## config.mk

```make
export PLATFORM = sky130hd
export DESIGN_NAME = uart_tx_stream_arbiter
export DESIGN_NICKNAME = d
export VERILOG_FILES = /design/src/rtl/uart_tx_stream_arbiter_pkg.sv /design/src/rtl/uart_tx_stream_arbiter_stream_out_reg.sv /design/src/rtl/uart_tx_stream_arbiter.sv
export SDC_FILE = /design/constraint.sdc
export NUM_CORES = 1
export LEC_CHECK = 0
export ABC_AREA = 1
export BUFFER_PORTS_ARGS = -buffer_cell sky130_fd_sc_hd__buf_2
export CORE_MARGIN = 1.5
export CORE_UTILIZATION = 54
export DETAILED_ROUTE_END_ITERATION = 8
export PLACE_DENSITY = 0.78
export RECOVER_POWER = 50
export SKIP_LAST_GASP = 1
export SLEW_MARGIN = 20
export SYNTH_ARGS = -nofsm -noshare
export SYNTH_HDL_FRONTEND = slang
export SYNTH_HIERARCHICAL = 1
export SYNTH_SLANG_ARGS = --single-unit
export TNS_END_PERCENT = 5
```

## constraint.sdc

```tcl
create_clock -name clk_i -period 1.82 [get_ports clk_i]
set_input_delay 0.364 -clock clk_i [delete_from_list [all_inputs] [get_ports clk_i]]
set_output_delay 0.364 -clock clk_i [all_outputs]
set_load 0.02 [all_outputs]
```

## src/rtl/uart_tx_stream_arbiter_pkg.sv

```systemverilog
// ---------------------------------------------------------------------------
// uart_tx_stream_arbiter_pkg
// Shared definitions for the UART TX stream arbiter:
//   - arbiter FSM state encoding
//   - one-hot grant encodings
//   - ASCII line-control constants and the default burst terminator
// No ports; imported by uart_tx_stream_arbiter and its bench.
// ---------------------------------------------------------------------------
package uart_tx_stream_arbiter_pkg;

  typedef enum logic {
    ST_IDLE = 1'b0,
    ST_LOCK = 1'b1
  } arb_state_t;

  localparam logic [1:0] GRANT_NONE = 2'b00;
  localparam logic [1:0] GRANT_P0   = 2'b01;
  localparam logic [1:0] GRANT_P1   = 2'b10;

  localparam logic [7:0] CHAR_LF           = 8'h0A;
  localparam logic [7:0] CHAR_CR           = 8'h0D;
  localparam logic [7:0] TERM_BYTE_DEFAULT = CHAR_LF;

  // Port index -> one-hot grant vector.
  function automatic logic [1:0] grant_onehot(input logic port);
    return port ? GRANT_P1 : GRANT_P0;
  endfunction

endpackage

```

## src/rtl/uart_tx_stream_arbiter_stream_out_reg.sv

```systemverilog
// ---------------------------------------------------------------------------
// stream_out_reg
// Single-entry registered valid/ready stage. Accepts a word whenever the
// register is empty or is being drained in the same cycle, so back-to-back
// transfers sustain one word per clock while out_ready stays high.
// Ports:
//   clk        in   1       clock
//   rst_n      in   1       asynchronous active-low reset (clears held word)
//   in_data    in   DATA_W  upstream word
//   in_valid   in   1       upstream valid
//   in_ready   out  1       upstream ready (combinational)
//   out_data   out  DATA_W  registered word
//   out_valid  out  1       registered valid
//   out_ready  in   1       downstream ready
// ---------------------------------------------------------------------------
module stream_out_reg #(
  parameter int DATA_W = 8
) (
  input  logic              clk,
  input  logic              rst_n,
  input  logic [DATA_W-1:0] in_data,
  input  logic              in_valid,
  output logic              in_ready,
  output logic [DATA_W-1:0] out_data,
  output logic              out_valid,
  input  logic              out_ready
);

  logic [DATA_W-1:0] data_p1;
  logic              vld_p1;

  assign in_ready  = !vld_p1 || out_ready;
  assign out_data  = data_p1;
  assign out_valid = vld_p1;

  // Stage p0 -> p1: capture on accept, otherwise drain when downstream takes it.
  // The data register is cleared on reset too, so the UART never sees a stale
  // byte on its data lines after a reset.
  always_ff @(posedge clk or negedge rst_n) begin
    if (!rst_n) begin
      vld_p1  <= 1'b0;
      data_p1 <= '0;
    end else if (in_valid && in_ready) begin
      vld_p1  <= 1'b1;
      data_p1 <= in_data;
    end else if (out_ready) begin
      vld_p1  <= 1'b0;
    end
  end

endmodule

```

## src/rtl/uart_tx_stream_arbiter.sv

```systemverilog
// ---------------------------------------------------------------------------
// uart_tx_stream_arbiter
// Shares the single UART TX byte stream between two sources:
//   port 0 = USB CDC OUT data, port 1 = local status/message source.
// Burst-locked round-robin: once granted, a port keeps the UART until its
// burst ends (MAX_BURST bytes, terminator byte, or IDLE_TIMEOUT idle cycles),
// so text lines from the two sources never interleave. One registered
// output stage (stream_out_reg) feeds the UART s_axis input.
// Ports:
//   clk_i        in   1       system clock (48 MHz clk_pll)
//   rstn_i       in   1       asynchronous active-low reset
//   in0_data_i   in   DATA_W  port 0 byte
//   in0_valid_i  in   1       port 0 valid
//   in0_ready_o  out  1       port 0 ready
//   in1_data_i   in   DATA_W  port 1 byte
//   in1_valid_i  in   1       port 1 valid
//   in1_ready_o  out  1       port 1 ready
//   out_data_o   out  DATA_W  byte to UART TX
//   out_valid_o  out  1       byte valid to UART TX
//   out_ready_i  in   1       UART TX ready
//   grant_o      out  2       one-hot current grant (00 = none)
// ---------------------------------------------------------------------------
module uart_tx_stream_arbiter
  import uart_tx_stream_arbiter_pkg::*;
#(
  parameter int              DATA_W       = 8,
  parameter int unsigned     MAX_BURST    = 64,
  parameter int unsigned     IDLE_TIMEOUT = 480,
  parameter bit              TERM_EN      = 1'b1,
  parameter logic [DATA_W-1:0] TERM_BYTE  = DATA_W'(TERM_BYTE_DEFAULT)
) (
  input  logic              clk_i,
  input  logic              rstn_i,
  input  logic [DATA_W-1:0] in0_data_i,
  input  logic              in0_valid_i,
  output logic              in0_ready_o,
  input  logic [DATA_W-1:0] in1_data_i,
  input  logic              in1_valid_i,
  output logic              in1_ready_o,
  output logic [DATA_W-1:0] out_data_o,
  output logic              out_valid_o,
  input  logic              out_ready_i,
  output logic [1:0]        grant_o
);

  localparam int BURST_W = $clog2(MAX_BURST + 1);
  localparam int IDLE_W  = $clog2(IDLE_TIMEOUT + 1);

  // Saturating increment; the counters never need to exceed their limit
  // because reaching the limit releases the grant.
  function automatic int unsigned sat_inc(input int unsigned v, input int unsigned lim);
    if (v >= lim) return lim;
    return v + 1;
  endfunction

  arb_state_t           state, state_nxt;
  logic [1:0]           grant, grant_nxt;
  logic                 rr_last, rr_last_nxt;
  logic [BURST_W-1:0]   burst_cnt, burst_nxt;
  logic [IDLE_W-1:0]    idle_cnt, idle_nxt;

  logic                 gvalid;
  logic [DATA_W-1:0]    gdata;
  logic                 stage_ready;
  logic                 accept;
  logic                 rel_now;
  logic                 win;
  int unsigned          burst_inc;
  int unsigned          idle_inc;

  // Granted-port mux; grant is all-zero outside LOCK so nothing is
  // presented to the output stage while idle.
  always_comb begin
    gvalid = (grant[0] && in0_valid_i) || (grant[1] && in1_valid_i);
    gdata  = grant[1] ? in1_data_i : in0_data_i;
  end

  assign accept      = (state == ST_LOCK) && gvalid && stage_ready;
  assign in0_ready_o = grant[0] && stage_ready;
  assign in1_ready_o = grant[1] && stage_ready;
  assign grant_o     = grant;

  assign burst_inc = sat_inc(32'(burst_cnt), MAX_BURST);
  assign idle_inc  = sat_inc(32'(idle_cnt), IDLE_TIMEOUT);

  // Release is decided on the cycle of the last accept (or last idle cycle)
  // and takes effect on the following edge, independent of output drain.
  assign rel_now = (state == ST_LOCK) &&
                   ((accept && (burst_inc == MAX_BURST)) ||
                    (accept && TERM_EN && (gdata == TERM_BYTE)) ||
                    (!gvalid && (idle_inc == IDLE_TIMEOUT)));

  always_comb begin
    state_nxt   = state;
    grant_nxt   = grant;
    rr_last_nxt = rr_last;
    burst_nxt   = burst_cnt;
    idle_nxt    = idle_cnt;
    win         = 1'b0;

    case (state)
      ST_IDLE: begin
        burst_nxt = '0;
        idle_nxt  = '0;
        if (in0_valid_i || in1_valid_i) begin
          // Tie goes to the port that was not granted last.
          win       = (in0_valid_i && in1_valid_i) ? !rr_last : in1_valid_i;
          state_nxt = ST_LOCK;
          grant_nxt = grant_onehot(win);
        end
      end
      ST_LOCK: begin
        if (accept) begin
          burst_nxt = BURST_W'(burst_inc);
        end
        if (gvalid) begin
          idle_nxt = '0;
        end else begin
          idle_nxt = IDLE_W'(idle_inc);
        end
        if (rel_now) begin
          state_nxt   = ST_IDLE;
          grant_nxt   = GRANT_NONE;
          rr_last_nxt = grant[1];
          burst_nxt   = '0;
          idle_nxt    = '0;
        end
      end
      default: begin
        state_nxt = ST_IDLE;
        grant_nxt = GRANT_NONE;
      end
    endcase
  end

  // Arbiter control registers; reset favours port 0 (last grant = port 1).
  always_ff @(posedge clk_i or negedge rstn_i) begin
    if (!rstn_i) begin
      state     <= ST_IDLE;
      grant     <= GRANT_NONE;
      rr_last   <= 1'b1;
      burst_cnt <= '0;
      idle_cnt  <= '0;
    end else begin
      state     <= state_nxt;
      grant     <= grant_nxt;
      rr_last   <= rr_last_nxt;
      burst_cnt <= burst_nxt;
      idle_cnt  <= idle_nxt;
    end
  end

  // Stage p0 -> p1: single registered output towards the UART.
  stream_out_reg #(
    .DATA_W(DATA_W)
  ) u_out_reg (
    .clk       (clk_i),
    .rst_n     (rstn_i),
    .in_data   (gdata),
    .in_valid  (gvalid),
    .in_ready  (stage_ready),
    .out_data  (out_data_o),
    .out_valid (out_valid_o),
    .out_ready (out_ready_i)
  );

  // Source-side protocol: a stalled valid must not drop and its data must hold.
  in0_hold_a: assert property (@(posedge clk_i) disable iff (!rstn_i)
    (in0_valid_i && !in0_ready_o) |=> (in0_valid_i && $stable(in0_data_i)));
  in1_hold_a: assert property (@(posedge clk_i) disable iff (!rstn_i)
    (in1_valid_i && !in1_ready_o) |=> (in1_valid_i && $stable(in1_data_i)));

endmodule

```

==> impl_metrics.sql <==
INSERT INTO impl_metrics (metric_group, metric, value, unit) VALUES
('cts', 'cts-hold-fix-buffers', '0', ''),
('grt', 'global_route.overflow_total', '0', ''),
('run_status', 'violations', 'capacitance limit, slew limit', ''),
('sta', 'fin_ws', '0.0514', 'ns'),
('sta', 'final_min_period_over_clock_period', '97.2', '%'),
('cts', 'cts.htree.levels', '2', ''),
('logic_synthesis', 'synth-seq-area-share', '42.0', '%'),
('power', 'overall_power', '2.91', 'mW'),
('grt', 'grt_util_all_layers', '21.6', '%'),
('logic_synthesis', 'syn_avg_cell_area', '7.01', 'um^2'),
('finish', 'insertedDiodeCount', '0', ''),
('power', 'p_leak', '1.15', 'nW'),
('cts', 'tritoncts', 'done', ''),
('logic_synthesis', 'summed_instance_area_of_the_synthesized_netlist', '1730', 'um^2'),
('finish', 'final_cells', '335', ''),
('logic_synthesis', 'yosys.cell_types.count', '27', ''),
('placed_design', 'gp_congestion', '0.900', ''),
('sta', 'maxSlewViolCount', '30', ''),
('placed_design', 'dpl-instance-area', '1940', 'um^2'),
('grt', 'grt_max_degree', '30', ''),
('finish', 'final.fill_count', '260', ''),
('cts', 'clock-root-buffer', 'sky130_fd_sc_hd__clkbuf_4', ''),
('finish', 'design_area', '2100', 'um^2'),
('route', 'vias', '1631', ''),
('grt', 'grt_pass1_vias', '1411', ''),
('sta', 'setup_viol', '0', ''),
('critical_path', 'crit_path_end_kind', 'flip-flop', ''),
('floorplanning', 'die_area', '3560', 'um^2'),
('cts', 'clkSinkCount', '29', ''),
('finish', 'most-common-layout-cells', 'sky130_fd_sc_hd__nand2_1, sky130_fd_sc_hd__inv_1, sky130_fd_sc_hd__buf_2, sky130_fd_sc_hd__nor2_1, sky130_fd_sc_hd__dfrtp_1', ''),
('job', 'max_cap_viols', '1', ''),
('finish', 'seq_area', '731', 'um^2'),
('logic_synthesis', 'postSynthRegisterBits', '29', ''),
('power', 'p_per_area', '1390', 'nW/um^2'),
('route', 'number_of_detailed_route_iterations_in_the_first_pass', '4', ''),
('placed_design', 'pre_cts_setup_slack', '0.0526', 'ns'),
('critical_path', 'max_stage_delay', '0.47', 'ns'),
('sta', 'fin_worst_skew', '0.0134', 'ns'),
('floorplanning', 'placeableCoreArea', '3050', 'um^2'),
('route', 'drt-initial-drc-count', '47', ''),
('placed_design', 'numPlacedInstances', '324', ''),
('finish', 'drive_above_1_share', '26.5', '%'),
('logic_synthesis', 'instance_count_of_the_mapped_netlist', '247', ''),
('logic_synthesis', 'ys.warnings.count', '6', ''),
('critical_path', 'critPathLaunchType', 'flip-flop', ''),
('route', 'drcViolationCount', '0', ''),
('critical_path', 'critical_path_class', 'flip-flop to flip-flop', ''),
('cts', 'tritoncts.num_buffers', '5', ''),
('route', 'postRouteWirelength', '3.68', 'mm'),
('cts', 'clock_latency', '0.33', 'ns'),
('critical_path', 'crit_arrival', '2.03', 'ns'),
('cts', 'ctsLongestPathBuffers', '2', ''),
('sta', 'worst-slew-pin-transition', '1.52', 'ns'),
('floorplanning', 'placementRows', '20', ''),
('route', 'wirelength_per_cell', '11.0', 'um'),
('sta', 'hold_viol', '0', ''),
('route', 'postRouteAntennaNets', '0', ''),
('logic_synthesis', 'mappedNetlistNets', '272', ''),
('placed_design', 'detailedPlacementHpwl', '2.59', 'mm'),
('sta', 'fmax', '0.565', 'GHz'),
('finish', 'syn2layout_area_growth', '21.2', '%'),
('critical_path', 'cpMostUsedCell', 'sky130_fd_sc_hd__nor2_1', ''),
('power', 'vdd_ir_drop_max', '0.752', 'mV'),
('run_status', 'status', 'complete, but fails checks', ''),
('finish', 'layout.nets', '315', ''),
('grt', 'grt_pass1_wl', '5.79', 'mm'),
('min_path', 'worst_hold_path_type', 'primary input to flip-flop', ''),
('route', 'viasPerCell', '4.87', ''),
('sta', 'hold-worst-slack', '0.305', 'ns'),
('finish', 'mostFrequentLayoutCell', 'sky130_fd_sc_hd__nand2_1', ''),
('critical_path', 'timing.critical_path.slowest_stage_cell', 'sky130_fd_sc_hd__dfrtp_1', '');
power by group:
group	switching, mW	leakage [nW]	total, mW	internal (mW)
registers	0.210	0.366	1.07	0.856
clock network	0.228	0.0413	0.451	0.224
logic	0.876	0.743	1.39	0.518
metal layers:
layer  global-route usage [%]  part of all wire (%)  vias to the layer above
met2                     35.2                    47                       27
met5                        0                     0                        -
met1                     27.8                    48                      751
met3                     5.24                   3.2                        8
met4                     7.94                   1.5                        0
li1                         -                     -                      845
final timing paths:
check                                                     to                              start  slack [ns]  depth (start not counted)
setup / recovery                       idle_cnt[8]$_DFF_PN0_              idle_cnt[0]$_DFF_PN0_        0.05                         10
hold / removal                        grant_o[1]$_DFFE_PN0P_                        in1_valid_i        0.31                          3
setup reg to reg                       idle_cnt[8]$_DFF_PN0_              idle_cnt[0]$_DFF_PN0_        0.05                         10
hold reg to reg            u_out_reg/out_data[3]$_DFFE_PN0P_  u_out_reg/out_data[3]$_DFFE_PN0P_        0.47                          2
max in group asynchronous              idle_cnt[5]$_DFF_PN0_                             rstn_i        0.43                          1
min in group asynchronous             grant_o[0]$_DFFE_PN0P_                             rstn_i        0.38                          1
final cells by class:
cell class,count,share of cell area [%]
multi-input combinational,171,41.3
sequential,29,34.8
clock inverter,1,0.238
inverter,43,7.69
tap,44,2.62
timing repair buffer,40,10.3
clock buffer,7,3.10
logic make-up (layout without fill, tap and decap cells):
family | Yosys count | in the layout | share of synthesized area (%)
AOI/OAI and AO/OA | 21 | 21 | 6.65
adders and majority gates | 4 | 4 | 2.89
and+or+nand+nor | 146 | 146 | 36.9
DFF | 29 | 29 | 42.0
buffers and inverters | 47 | 91 | 11.6
per-stage QoR:
| step | setup TNS, ns | utilization [%] |
|---|---|---|
| after floorplan | 0 | - |
| after global placement | 0 | 63.6 |
| after detailed placement | 0 | 63.6 |
| after CTS | 0 | 65.9 |
| after global routing | -0.464 | 68.8 |
| final | 0 | 68.8 |
worst max-delay path: cells and delay by family (launching register included):
kind            cells  cell delay [ns]
simple gates        8             0.98
buf+inv             1             0.09
flops               1             0.47
compound gates      1             0.15
synthesized netlist by cell type (all sizes together):
| cell type | instances | share of area [%] |
|---|---|---|
| o211ai | 1 | 0.43 |
| nand3b | 2 | 0.87 |
| nor3 | 2 | 0.58 |
| o21ai | 14 | 4.3 |
| nand2 | 76 | 17 |
| nand4 | 1 | 0.36 |
| ha | 4 | 2.9 |
| buf | 4 | 2.2 |
| inv | 43 | 9.3 |
| nor4 | 2 | 0.72 |
| dfrtp | 28 | 40 |
| nand3 | 23 | 7.4 |
| or2 | 2 | 0.72 |
| nor2 | 38 | 8.8 |
| a21oi | 4 | 1.2 |
| dfstp | 1 | 1.5 |
| o21bai | 1 | 0.43 |
| a31oi | 1 | 0.36 |
state kept, by name, indices dropped and copies added, names as in the netlist:
signal / flops
burst_cnt: 7
state: 1
idle_cnt: 9
u_out_reg/out_valid: 1
u_out_reg/out_data: 8
grant_o: 2
rr_last: 1
what timing repair did:
item | CTS | global route
resized for setup | 0 | 22
buffers inserted | 0 | 3
endpoints found under the setup margin | 0 | 18
Power figures use the tool's default switching activity.
